==> config.mk <==
export PLATFORM = sky130hd
export DESIGN_NAME = dram_line_server
export DESIGN_NICKNAME = d
export VERILOG_FILES = /design/src/rtl/axi_cache_pkg.sv /design/src/rtl/dram_rom.sv /design/src/rtl/dram_line_server.sv
export SDC_FILE = /design/constraint.sdc
export NUM_CORES = 1
export LEC_CHECK = 0
export CAP_MARGIN = 20
export CORE_ASPECT_RATIO = 1.5
export CORE_UTILIZATION = 46
export DETAILED_ROUTE_END_ITERATION = 10
export PLACE_DENSITY = 0.9
export SYNTH_ARGS = -nofsm -noshare
export SYNTH_HDL_FRONTEND = slang
export SYNTH_SLANG_ARGS = --single-unit
export TNS_END_PERCENT = 50
==> constraint.sdc <==
create_clock -name clk -period 5.4 [get_ports clk]
set_input_delay 1.08 -clock clk [delete_from_list [all_inputs] [get_ports clk]]
set_output_delay 1.08 -clock clk [all_outputs]
set_load 0.005 [all_outputs]
==> src/rtl/axi_cache_pkg.sv <==
// Shared definitions for the 2-way cache and its DRAM line server.
// Keeps line geometry and FSM encoding in one place.
package axi_cache_pkg;

    localparam int AXI_ADDR_W   = 32;
    localparam int AXI_DATA_W   = 8;
    localparam int AXI_OFFSET_W = 4;

    localparam logic [1:0] ST_IDLE  = 2'd0;
    localparam logic [1:0] ST_LAT   = 2'd1;
    localparam logic [1:0] ST_BURST = 2'd2;
    localparam logic [1:0] ST_WDATA = 2'd3;

    function automatic logic [7:0] sat_inc8(input logic [7:0] v);
        return (v == 8'hFF) ? v : v + 8'd1;
    endfunction

endpackage

==> src/rtl/dram_rom.sv <==
// Synchronous-read line storage; contents fixed at elaboration.
// Word i holds the low bits of i.
module dram_rom
    import axi_cache_pkg::*;
#(
    parameter int    MEM_ADDR_WIDTH = 12,
    parameter int    DATA_WIDTH     = AXI_DATA_W,
    parameter string INIT_FILE      = ""
) (
    input  logic                      clk,
    input  logic                      reset_n,
    input  logic                      en_i,
    input  logic [MEM_ADDR_WIDTH-1:0] addr_i,
    output logic [DATA_WIDTH-1:0]     data_o
);

    logic [DATA_WIDTH-1:0] word;

    assign word = DATA_WIDTH'(addr_i);

    always_ff @(posedge clk or negedge reset_n) begin
        if (!reset_n) begin
            data_o <= '0;
        end else if (en_i) begin
            data_o <= word;
        end
    end

endmodule

==> src/rtl/dram_line_server.sv <==
// Read-only DRAM model: one AR returns an aligned line burst.
// Writes are handshaken and dropped; drops are counted.
module dram_line_server
    import axi_cache_pkg::*;
#(
    parameter int    ADDR_WIDTH     = AXI_ADDR_W,
    parameter int    DATA_WIDTH     = AXI_DATA_W,
    parameter int    OFFSET_WIDTH   = AXI_OFFSET_W,
    parameter int    MEM_ADDR_WIDTH = 12,
    parameter int    READ_LATENCY   = 4,
    parameter string INIT_FILE      = ""
) (
    input  logic                  clk,
    input  logic                  reset_n,
    input  logic                  s_axi_ARVALID,
    output logic                  s_axi_ARREADY,
    input  logic [ADDR_WIDTH-1:0] s_axi_ARADDR,
    output logic                  s_axi_RVALID,
    input  logic                  s_axi_RREADY,
    output logic [DATA_WIDTH-1:0] s_axi_RDATA,
    input  logic                  s_axi_AWVALID,
    output logic                  s_axi_AWREADY,
    input  logic [ADDR_WIDTH-1:0] s_axi_AWADDR,
    input  logic                  s_axi_WVALID,
    output logic                  s_axi_WREADY,
    input  logic [DATA_WIDTH-1:0] s_axi_WDATA,
    output logic [7:0]            write_drop_cnt
);

    localparam int BEATS = 1 << OFFSET_WIDTH;
    localparam logic [OFFSET_WIDTH-1:0] LAST_BEAT =
        OFFSET_WIDTH'(BEATS - 1);
    localparam logic [15:0] LAT_INIT = 16'(READ_LATENCY);

    logic [1:0]                state_q, state_d;
    logic [15:0]               lat_q, lat_d;
    logic [OFFSET_WIDTH-1:0]   beat_q, beat_d;
    logic [MEM_ADDR_WIDTH-1:0] base_q, base_d;
    logic [MEM_ADDR_WIDTH-1:0] rom_addr;
    logic                      rvalid_q, rvalid_d;
    logic                      wready_q, wready_d;
    logic [7:0]                drop_q, drop_d;
    logic                      idle;
    logic                      unused_in;

    assign idle = (state_q == ST_IDLE);

    assign s_axi_ARREADY  = reset_n & idle;
    assign s_axi_AWREADY  = reset_n & idle & ~s_axi_ARVALID;
    assign s_axi_RVALID   = rvalid_q;
    assign s_axi_WREADY   = wready_q;
    assign write_drop_cnt = drop_q;

    assign unused_in = ^{s_axi_AWADDR, s_axi_WDATA, s_axi_ARADDR};

    always_comb begin
        state_d  = state_q;
        lat_d    = lat_q;
        beat_d   = beat_q;
        base_d   = base_q;
        rvalid_d = rvalid_q;
        wready_d = 1'b0;
        drop_d   = drop_q;
        unique case (state_q)
            ST_IDLE: begin
                if (s_axi_ARVALID) begin
                    base_d = {s_axi_ARADDR[MEM_ADDR_WIDTH-1:OFFSET_WIDTH],
                              {OFFSET_WIDTH{1'b0}}};
                    beat_d = '0;
                    lat_d  = LAT_INIT;
                    state_d = (READ_LATENCY == 0) ? ST_BURST : ST_LAT;
                end else if (s_axi_AWVALID) begin
                    state_d  = ST_WDATA;
                    wready_d = 1'b1;
                end
            end
            ST_LAT: begin
                if (lat_q <= 16'd1) begin
                    state_d = ST_BURST;
                end else begin
                    lat_d = lat_q - 16'd1;
                end
            end
            ST_BURST: begin
                // First BURST cycle primes the ROM; RVALID follows it.
                if (!rvalid_q) begin
                    rvalid_d = 1'b1;
                end else if (s_axi_RREADY) begin
                    if (beat_q == LAST_BEAT) begin
                        rvalid_d = 1'b0;
                        state_d  = ST_IDLE;
                    end else begin
                        beat_d = beat_q + OFFSET_WIDTH'(1);
                    end
                end
            end
            ST_WDATA: begin
                if (s_axi_WVALID && wready_q) begin
                    drop_d  = sat_inc8(drop_q);
                    state_d = ST_IDLE;
                end else begin
                    wready_d = 1'b1;
                end
            end
            default: state_d = ST_IDLE;
        endcase
    end

    // Address runs one beat ahead so RDATA lands with RVALID.
    assign rom_addr = base_q + MEM_ADDR_WIDTH'(beat_d);

    dram_rom #(
        .MEM_ADDR_WIDTH(MEM_ADDR_WIDTH),
        .DATA_WIDTH    (DATA_WIDTH),
        .INIT_FILE     (INIT_FILE)
    ) u_rom (
        .clk    (clk),
        .reset_n(reset_n),
        .en_i   (state_q == ST_BURST),
        .addr_i (rom_addr),
        .data_o (s_axi_RDATA)
    );

    always_ff @(posedge clk or negedge reset_n) begin
        if (!reset_n) begin
            state_q  <= ST_IDLE;
            lat_q    <= '0;
            beat_q   <= '0;
            base_q   <= '0;
            rvalid_q <= 1'b0;
            wready_q <= 1'b0;
            drop_q   <= '0;
        end else begin
            state_q  <= state_d;
            lat_q    <= lat_d;
            beat_q   <= beat_d;
            base_q   <= base_d;
            rvalid_q <= rvalid_d;
            wready_q <= wready_d;
            drop_q   <= drop_d;
        end
    end

endmodule

* Word level (Yosys, flattened, before mapping)
Cells that the tools add are included.
** Storage, ports and cells
- Bits in registers :: 44
- Latch bits :: 0
- Bits in writable memories :: 0
- Memory bits (read-only) :: 0
- Input port bits :: 78
- Output and inout port bits :: 20
- Word-level logic and storage cells :: 60
- Memories kept :: 0
** Cells by class
- Add/sub/neg operators :: 4
- Multiply operators :: 0
- Divide/modulo/power cells :: 0
- Magnitude comparators :: 1
- Eq/ne operators :: 13
- Shift operators :: 0
- Mux-type cells :: 23
- Bitwise logic cells :: 4
- Reductions and logical operators :: 7
** Operators with widths (count)
- $mux W16 :: 2
- $pmux W16 S2 :: 1
- $le A16 B1 Y1 const B :: 1
- $mux W4 :: 4
- $sub A16 B1 Y16 const B :: 1
- $mux W2 :: 7
- $ne A2 B2 Y1 const B :: 7
- $add A8 B1 Y8 const B :: 1
- $add A8 B4 Y8 :: 1
- $eq A8 B8 Y1 const B :: 1
- $pmux W2 S4 :: 1
- $pmux W4 S2 :: 1
- $mux W1 :: 6
- $reduce_and A3 Y1 :: 2
- $reduce_and A6 Y1 :: 1
- $add A4 B1 Y4 const B :: 1
- $eq A2 B2 Y1 const B :: 2
- $eq A4 B4 Y1 const B :: 1
- $ne A3 B3 Y1 const B :: 1
- $and A1 B1 Y1 :: 2
- $eq A2 B1 Y1 const B :: 1
- $logic_not A2 Y1 :: 1
- $not A1 Y1 :: 2
- $pmux W1 S2 :: 1
- other kinds (3) :: 3

* Depth between registers and ports, before layout
- Depth after elaboration :: 6
- Gate-level depth with buffers :: 8
- Depth with buffers taken out :: 7

* Modules after synthesis
A second synthesis with hierarchy kept.
** Unflattened totals
- Cells, all modules :: 212
- Area, all modules :: 2456.1 sq um
** Modules (own cells, without submodules)
- dram_line_server :: instances 1, cells each 195, area an instance 2124.5 sq um, sequential area each 1001.0 sq um
- dram_rom :: instances 1, cells each 17, area an instance 331.6 sq um, sequential area each 200.2 sq um

* Least setup slack after synthesis
No wires, ideal clock.
- Path kind :: input to output
- Start point :: in s_axi_ARVALID
- End point :: out s_axi_AWREADY
- Data arrival time :: 1445 ps
- Data required time :: 4320 ps
- Slack :: 2875 ps
- Stages :: 2
- Path buffers :: 0
- Path through :: nor2_1 and2_1
** Between the ends
- Longest elaborated chain between the ends :: 2
** Ends and longest elaborated chain
- start, declared :: RTL line dram_line_server.sv:15 : input logic s_axi_ARVALID,
- $not A1 Y1 :: RTL line dram_line_server.sv:49 : assign s_axi_AWREADY = reset_n & idle & ~s_axi_ARVALID;
- $and A1 B1 Y1 :: RTL line dram_line_server.sv:49
- end, declared :: RTL line dram_line_server.sv:22 : output logic s_axi_AWREADY,
No other way between the ends.

* Worst setup path in the final report
Same ends and word-level chain as after synthesis.

==> results.md <==
* Post-route insts no fill at 316
* Net count after synthesis at 307
* Syn avg cell area at 10.2 um2
* Final Hold Viols at 0
* Clock Path Buffers at 2
* Final core utilization at 58.7%
* Initial Util at 49.0%
* Worst reg-to-reg path cell count at 6
* Area delta synth->final at 19.8%
* FMAX at 0.276 GHz
* Crit path capture type: output port
* Core area at 0.00462 mm2
* Root Buffer: clkbuf_8
* Rel. slew slack at 41.0%
* Async S/R FF share, synth at 100%
* CTS resizes at 0
* Layout cells sized above 1 at 9.92%
* Tcrit/Tclk final at 67.1%
* Tot GR Track Use at 19.1%
* Pwr dens at 524 mW/mm2
* Sw frac at 37.5%
* Fin area at 0.00271 mm2
* Synth Register Bits at 44
* HP Class: reg -> reg
* Detail Placement HPWL at 3130 um
* Max IR drop VDD at 0.288 mV
* Final setup violation count at 0
* CP arrival at 2540 ps
* P_int at 888 uW
* DRC violations left at 0
* Largest area contributor in the netlist: dfrtp_1
* Type of the worst setup path: in -> out
* Initial antenna violation count at 0
* Cts bufs inserted at 5
* Worst Tran Pin Value at 881 ps
* Row cnt at 30
* Overflow after GRT at 0
* Net Switching at 534 uW
* Status: finished clean
* Die area at 0.00521 mm2
* LEAKAGE at 1.17 nW
* Via count at 1715
* DP Area at 0.00261 mm2
* Logic pwr share at 44.2%
* H-Tree Depth at 2
* RSZ-0062 raised after global routing: no
* Clock power share at 16.7%
* DR pass1 iterations at 4
* Routed vias/inst at 5.43
* ANT nets after route at 0
* First-pass GRT wire length at 7560 um
* # hold bufs at CTS at 0
* Clock slew seen by the registers of the worst setup and hold paths at 70 ps
* CTS tree: yes
* Postcts setup bufs at 0
* Hold depth at 1
* Post-synthesis cell count at 221
* Initial DRC Count at 45
* Io pins at 98
* R2r startpoint: state_q[0]
* Nets at 339
* Final min period at 3620 ps
* Slew Limit Fails at 0
* Wire per inst at 13.4 um
* Number of synthesized flops with an enable pin at 0
* Total power at 1.42 mW
* Post-synth top area share at 48.7%
* Post-Route WL at 4240 um
* CTS Sinks at 44
* Pin count of the biggest net entering global routing at 30
* Clock latency on the worst-skew pair at 290 ps
* Setup TNS at 0 ps
* Critical R2R Capture: lat_q[2]
* Fill count at 397
* Die span in x at 59.3 um
* Synth Cell Area at 0.00226 mm2
* Ys Warns at 0
* Hold Path Sink: u_rom.data_o[5]
* Total of max-cap violations at 0
* Critical path startpoint category: input pin
* Die height at 87.9 um
* Hold Crit Start: base_q[5]
* Flop pwr share at 39.1%
* Final Wtd Congestion at 0.866
* Post-synthesis sequential area ratio at 48.7%
* Top cells by area, synth: dfrtp_1 (49%), mux2_2 (5.0%), nor2_1 (4.5%), ha_1 (4.4%), xor2_1 (3.5%)
* Ant diodes at 0
* Crit path max fanout at 5
* Ys flop type: dfrtp_1
* Register-to-register setup slack at 3280 ps
* Synth unique cells at 42
* Clock Skew at 2.69 ps
* Number of global-route vias before repair at 1759
* I/O Buffers at 29
* Placed Cells at 310
* WP data required at 4320 ps
[layout make-up]
type / instances / area [um2] / area share (%)
well taps: 64 / 80.1 / 2.95
clock buffers: 5 / 68.8 / 2.54
clock inverters: 1 / 30.0 / 1.11
flip-flops and latches: 44 / 1100 / 40.6
repair buffers: 30 / 293 / 10.8
inverters: 9 / 33.8 / 1.25
multi-input cells: 163 / 1100 / 40.7
[layout by cell type (no fill, tap or decap), types with 2 or more instances in the layout]
cell,count
mux2i_1,5
a21oi_1,6
ha_1,8
clkbuf_8,5
xnor2_1,7
inv_1,9
o21ai_0,14
nor2b_1,2
a31oi_1,2
o31ai_1,6
and3_1,2
and2_1,2
nand3_1,8
o211ai_1,4
nor2_1,27
nand2b_1,3
nor4_1,3
clkdlybuf4s50_1,28
mux2_2,10
dfrtp_1,44
or3_1,3
xor2_1,9
o41ai_1,2
nand4_1,3
nor3_1,3
nand2_1,19
[flip-flops by register name, summed over array words and instances (netlist names)]
signal,flops
state_q,2
write_drop_cnt,8
base_q,4
lat_q,16
u_rom.data_o,8
s_axi_WREADY,1
s_axi_RVALID,1
beat_q,4
[Yosys cell counts, types with 2 or more instances]
cell / number
a31oi_1: 2
nor2_1: 27
o211ai_1: 4
clkbuf_1: 3
nand2_1: 19
xor2_1: 9
inv_1: 9
nand2b_1: 3
nand4_1: 3
and3_1: 2
nor2b_1: 2
o41ai_1: 2
xnor2_1: 7
a21oi_1: 6
nor4_1: 3
o31ai_1: 6
or3_1: 3
and2_1: 2
mux2_2: 10
nand3_1: 8
mux2i_1: 5
nor3_1: 3
o21ai_0: 14
dfrtp_1: 44
ha_1: 8
[critical path, cell delays in order]
cell and delay [ps]:
clkdlybuf4s50_1 470, nor2_1 300, and2_1 190, clkdlybuf4s50_1 500
[per-stage QoR]
stage | worst slack (ps) | hold slack, ps
after global placement | 1780 | 481
after CTS | 1790 | 513
after global routing | 1690 | 530
after floorplan | 2870 | 474
after detailed placement | 1790 | 495
final | 1780 | 509
[how the worst max path moves through the flow]
stage	start	endpoint	slack (ps)	cells past startpoint
after global routing	s_axi_ARVALID	s_axi_AWREADY	1690	4
after floorplan	s_axi_ARVALID	s_axi_AWREADY	2870	2
after CTS	s_axi_ARVALID	s_axi_AWREADY	1790	4
final	s_axi_ARVALID	s_axi_AWREADY	1780	4
after global placement	s_axi_ARVALID	s_axi_AWREADY	1780	4
after detailed placement	s_axi_ARVALID	s_axi_AWREADY	1790	4
[power groups by stage]
| stage | registers [mW] | logic, mW | clock network [mW] |
|---|---|---|---|
| floorplan | 0.542 | 0.445 | 0 |
| global placement | 0.555 | 0.611 | 0 |
| detailed placement | 0.561 | 0.630 | 0 |
| CTS | 0.556 | 0.636 | 0.242 |
| global route | 0.574 | 0.714 | 0.253 |
| finish | 0.556 | 0.629 | 0.237 |
[cells by family (layout without fill, tap and decap cells)]
| logic type | Yosys count | after routing | share of synthesized area [%] |
|---|---|---|---|
| multiplexers | 15 | 15 | 7.19 |
| AND/OR/NAND/NOR | 84 | 84 | 19.4 |
| adder cells (fa/ha/maj) | 8 | 8 | 4.42 |
| XOR/XNOR | 16 | 16 | 6.19 |
| flip-flops | 44 | 44 | 48.7 |
| buffers and inverters | 14 | 45 | 2.54 |
| AO/OA/AOI/OAI | 40 | 40 | 11.6 |
[metal layers]
metal,track usage [%],vias up,routed length (um)
li1,-,842,-
met1,21.3,818,1800
met2,33.6,48,2170
met3,5.32,7,210
met4,7.79,0,59
met5,0,-,0
Note: power is estimated with default switching activity, not from simulation.
==> edit 1 (config.mk and constraints unchanged) <==
Put one more register stage on the output `write_drop_cnt`, cleared by the reset. The value now appears one clock later. The other outputs are not delayed to match.
--- a/src/rtl/dram_line_server.sv
+++ b/src/rtl/dram_line_server.sv
@@ -49,7 +49,13 @@
     assign s_axi_AWREADY  = reset_n & idle & ~s_axi_ARVALID;
     assign s_axi_RVALID   = rvalid_q;
     assign s_axi_WREADY   = wready_q;
-    assign write_drop_cnt = drop_q;
+    always_ff @(posedge clk or negedge reset_n) begin
+        if (!reset_n) begin
+            write_drop_cnt <= '0;
+        end else begin
+            write_drop_cnt <= drop_q;
+        end
+    end
 
     assign unused_in = ^{s_axi_AWADDR, s_axi_WDATA, s_axi_ARADDR};
 
Function: changed (a bounded check fails within 4 cycles, from zero or initial values and one cycle with reset_n low).
==> edit 1 against the original RTL <==
Worst setup slack worse by 0.15 ns; sequential power grew 6.7%; largest cell class is now sequential cells; sequential share of layout area grew 2.9 points; area after synthesis increased by 13%; highest routed layer unchanged; synthesized cell count increased by 4.1%; first-iteration DRC count rose by 31%; total power up 3.1%; sequential cell count up 8; critical path type unchanged; fmax fell by 4.1%; wire length increased by 9.9%; cell area is 10% higher.
==> edit 1: results (changes against the original RTL) <==
----------------------------------------------------
[Run status]
  Outcome ... finished clean

[Synth]
  Count of different cell masters after synthesis ... 51 (+21%)
  Avg Inst Size Synth ... 11.1 um^2 (+8.6%)
  Post-synthesis compound-gate area fraction ... 12.5% (+0.96 points)
  Top cells by area, synth ... dfrtp_1 51%, mux2_2 5.7%, xnor2_1 4.5%
  Commonest cells in the netlist ... 52 x dfrtp_1, 24 x nor2_1, 14 x nand2_1, 13 x mux2_2, 13 x xnor2_1
  Part of the Yosys area used for sequential elements ... 50.9% (+2.2 points)
  Multiplexer share of the synthesized area ... 6.51% (-0.68 points)

[Layout]
  Inverters excl. clock ... 7 (-2)
  Number of non-filler instances in the completed layout ... 329 (+4.1%)
  Final-layout fill cell count ... 438 (+10%)
  Layout Cell Area excl Fill ... 2990 um^2 (+10%)
  Clock-cell share of area ... 3.22% (-0.43 points)
  Multi-input gate share of total cell area ... 39.8% (-0.92 points)
  Nets@finish ... 346 (+2.1%)
  Multi-input combinational cell count ... 164 (+0.61%)
  Biggest register ... lat_q
  Non-clock buffer area fraction after layout ... 9.78% (-1.0 points)
  Syn-to-layout area delta ... 17.0%
  Sequential cell area ... 1300 um^2 (+18%)
  Fraction of layout instances using a drive strength above 1 ... 11.5% (+1.6 points)

[Power]
  Power drawn by the combinational cells ... 636 uW (+1%)
  Switching fraction of total power ... 38.2% (+0.68 points)
  Leak pwr ... 0.00131 uW (+13%)
  Power dissipated by switching net loads ... 560 uW (+5.0%)
  IR drop worst, VDD ... 0.000276 V (-4.1%)
  Flop pwr share ... 40.5% (+1.4 points)

[GRT]
  Wire length of the first global-routing pass ... 8180 um (+8.2%)
  Pin count of the biggest net entering global routing ... 41 (+37%)
  Via count of the first global-routing pass ... 1,873 (+6.5%)

[Timing]
  Final cycle utilization of the critical path ... 69.9% (+2.9 points)
  Final-layout worst hold slack ... 0.446 ns (-0.0628 ns)
  Worst slew slack as a fraction of its limit ... 47.3% (+6.3 points)

[Routing]
  Final routed wirelength across all metal layers ... 4670 um (+9.9%)
  Detailed router's first-iteration violation count ... 59 (+31%)
  Number of vias per cell after detailed routing ... 5.66 (+4.3%)

[Placement]
  HPWL after detailed placement ... 3350 um (+7.1%)
  RD Place Congestion ... 0.875 (+0.99%)
  Total placed cells including tap cells ... 321 (+3.5%)
  Placement-stage worst setup slack ... 1.64 ns (-0.155 ns)

[Critical path]
  Endpoint arrival time on the critical path ... 2.70 ns (+0.16 ns)
  Depth of the most critical reg-to-reg path ... 7 (+1)
  Reg-to-reg critical path endpoint ... lat_q[11]
  Reg-to-reg slack, setup ... 3.06 ns (-0.22 ns)
  RR Startpoint ... state_q[1]
  Worst stage delay on the critical path ... 0.52 ns (+0.02 ns)
  Highest fanout seen on the critical path ... 6 (+1)

[Clock network]
  Num Clock Sinks ... 52 (+18%)
  Clock latency reported for the late side of the worst-skew pair ... 0.31 ns (+0.02 ns)

----------------------------------------------------
[edit 1: cell count changes in the layout (fill, tap and decap cells not counted), sizes merged, moves of 4 or more]
cell and change:
o21ai -12, xor2 -4, nand2 -5, dfrtp +8, a21oi +4, xnor2 +6, o31ai -4
[edit 1: worst min-delay path by stage]
stage	cells after the start	endpoint	from
2_1_floorplan	0	write_drop_cnt[1]	drop_q[1]
3_5_place_dp	0	write_drop_cnt[1]	drop_q[1]
4_1_cts	0	write_drop_cnt[1]	drop_q[1]
5_1_grt	0	write_drop_cnt[1]	drop_q[1]
3_3_place_gp	0	write_drop_cnt[1]	drop_q[1]
6_report	0	write_drop_cnt[1]	drop_q[1]
[edit 1: metal layers]
metal | track usage, % | vias to the layer above | wire length (um) | part of all wire [%]
li1 | - | 891 | - | -
met1 | 19.1 | 902 | 2000 | 43
met2 | 32.3 | 56 | 2400 | 51
met3 | 2.93 | 14 | 154 | 3.3
met4 | 7.95 | 0 | 117 | 2.5
met5 | 0 | - | 0 | 0
==> edit 2 (config.mk and constraints unchanged) <==
Without the edit above. `AXI_OFFSET_W`: 4 -> 5.
--- a/src/rtl/axi_cache_pkg.sv
+++ b/src/rtl/axi_cache_pkg.sv
@@ -4,7 +4,7 @@
 
     localparam int AXI_ADDR_W   = 32;
     localparam int AXI_DATA_W   = 8;
-    localparam int AXI_OFFSET_W = 4;
+    localparam int AXI_OFFSET_W = 5;
 
     localparam logic [1:0] ST_IDLE  = 2'd0;
     localparam logic [1:0] ST_LAT   = 2'd1;
Function: changed (Yosys sat finds a counterexample within 10 cycles, from zero or initial values and one cycle with reset_n low).
==> edit 2 against the original RTL <==
Sequential cell count is the same; core utilization down 1.8 points; total power grew 1.8%; cell area grew 0.92%; area after synthesis is 1.3% higher; clock power grew 8%; worst hold slack worse by 0.012 ns; worst setup slack better by 0.070 ns; wire length grew 5.2%; clock skew is 0.0053 ns higher; highest routed layer unchanged.
==> edit 2: results (changes against the original RTL) <==
----------------------------------------------------
[Run status]
  Outcome ... finished clean

[Layout]
  Nets@finish ... 340 (+0.29%)
  Fraction of layout instances using a drive strength above 1 ... 11.4% (+1.5 points)

[Synth]
  Avg Inst Size Synth ... 10.1 um^2 (-0.97%)
  Count of different cell masters after synthesis ... 45 (+7.1%)
  Part of the Yosys area used for sequential elements ... 48.1% (-0.61 points)
  Warning count from the yosys run ... 0 (unchanged)
  Top cells by area, synth ... dfrtp_1 48%, mux2_2 4.9%, ha_1 4.4%
  Commonest cells in the netlist ... 44 x dfrtp_1, 21 x nor2_1, 13 x nand2_1, 11 x nand3_1, 11 x xnor2_1

[Power]
  Leak pwr ... 0.00115 uW (-1.2%)
  Seq group ... 543 uW (-2%)
  Power dissipated by switching net loads ... 554 uW (+3.9%)
  IR drop worst, VDD ... 0.000152 V (-47%)
  Biggest power consumer among the groups ... combinational logic
  PnR Total Power ... 1450 uW (+1.8%)
  Power share of the clock group ... 17.7% (+1.0 points)

[Placement]
  HPWL after detailed placement ... 3240 um (+3.7%)
  RD Place Congestion ... 0.822 (-5.1%)
  Placement-stage worst setup slack ... 1.86 ns (+0.0652 ns)
  Port Buf Inserts ... 28 (-3.4%)
  Placed inst area ... 2620 um^2 (+0.34%)
  Total placed cells including tap cells ... 313 (+0.97%)

[Routing]
  Detailed router's first-iteration violation count ... 118 (+160%)
  Number of vias per cell after detailed routing ... 5.75 (+6.0%)
  Detail-routed net length per standard cell ... 13.9 um (+3.6%)
  Final routed wirelength across all metal layers ... 4470 um (+5.2%)

[GRT]
  GRT Overall Usage ... 18.4% (-0.73 points)
  Wire length of the first global-routing pass ... 7380 um (-2.3%)
  Via count of the first global-routing pass ... 1,715 (-2.5%)
  Pin count of the biggest net entering global routing ... 31 (+3.3%)

[Critical path]
  Endpoint arrival time on the critical path ... 2.47 ns (-0.07 ns)
  Reg-to-reg slack, setup ... 2.88 ns (-0.40 ns)
  Highest fanout seen on the critical path ... 4 (-1)
  Depth of the most critical reg-to-reg path ... 5 (-1)

[Timing]
  Worst slew slack as a fraction of its limit ... 42.0% (+0.98 points)
  Clk_skew ... 0.00796 ns (+0.00527 ns)
  Clock period minus final worst setup slack ... 3.55 ns (-0.0698 ns)
  Final-layout worst hold slack ... 0.497 ns (-0.0116 ns)

[Clock network]
  Clock slew at reported path FFs ... 0.09 ns (+0.02 ns)
  Clock root buffer master ... clkbuf_8
  Count of H-tree levels built during CTS ... 2 (unchanged)
  Longest Clk Path Bufs ... 2 (unchanged)
  Number of buffers added for setup after CTS ... 0 (unchanged)

----------------------------------------------------
edit 2: cell types whose count changed in the layout (fill, tap and decap cells not counted), sizes merged, moves of 5 or more:
cell   before  now
nand2      19   13
nor2       27   21
nor3        3   10
o21ai      15    9
o31ai       6    1
edit 2: per-layer routing:
| metal | wire [um] | vias up | track usage (%) |
|---|---|---|---|
| met5 | 0 | - | 0 |
| met4 | 134 | 0 | 9.51 |
| met3 | 209 | 14 | 3.36 |
| met2 | 2400 | 74 | 33.8 |
| met1 | 1720 | 891 | 19.5 |
| li1 | - | 868 | - |
edit 2: path summary, 6_finish.rpt:
kind                                         from                end
worst max-delay path                s_axi_ARVALID      s_axi_AWREADY
worst min-delay path            write_drop_cnt[7]  write_drop_cnt[7]
max in group asynchronous                 reset_n           lat_q[2]
worst min register to register  write_drop_cnt[7]  write_drop_cnt[7]
worst max register to register          lat_q[10]           lat_q[1]
min in group asynchronous                 reset_n    u_rom.data_o[4]
edit 2: logic make-up (layout without fill, tap and decap cells):
| group | count (synthesis) | in the layout | share of synthesized area, % |
|---|---|---|---|
| AO/OA/AOI/OAI | 39 | 39 | 11.1 |
| XOR/XNOR | 16 | 16 | 6.12 |
| adder cells (fa/ha/maj) | 8 | 8 | 4.37 |
| buffers and inverters | 17 | 46 | 3.06 |
| flip-flops | 44 | 44 | 48.1 |
| multiplexers | 14 | 14 | 6.66 |
| AND/OR/NAND/NOR | 88 | 88 | 20.6 |
edit 2: layout make-up:
class                      instances  area (um^2)
fill                             413         2070
multi-input combinational        165         1120
sequential                        44         1100
timing repair buffer              29          283
tap                               66         82.6
clock buffer                       5         68.8
clock inverter                     3         46.3
inverter                           9         33.8
edit 2: worst max-delay path, stage by stage:
cell and delay [ns]:
clkdlybuf4s50_1 0.53, and2b_2 0.27, and2_1 0.16, clkdlybuf4s50_1 0.43
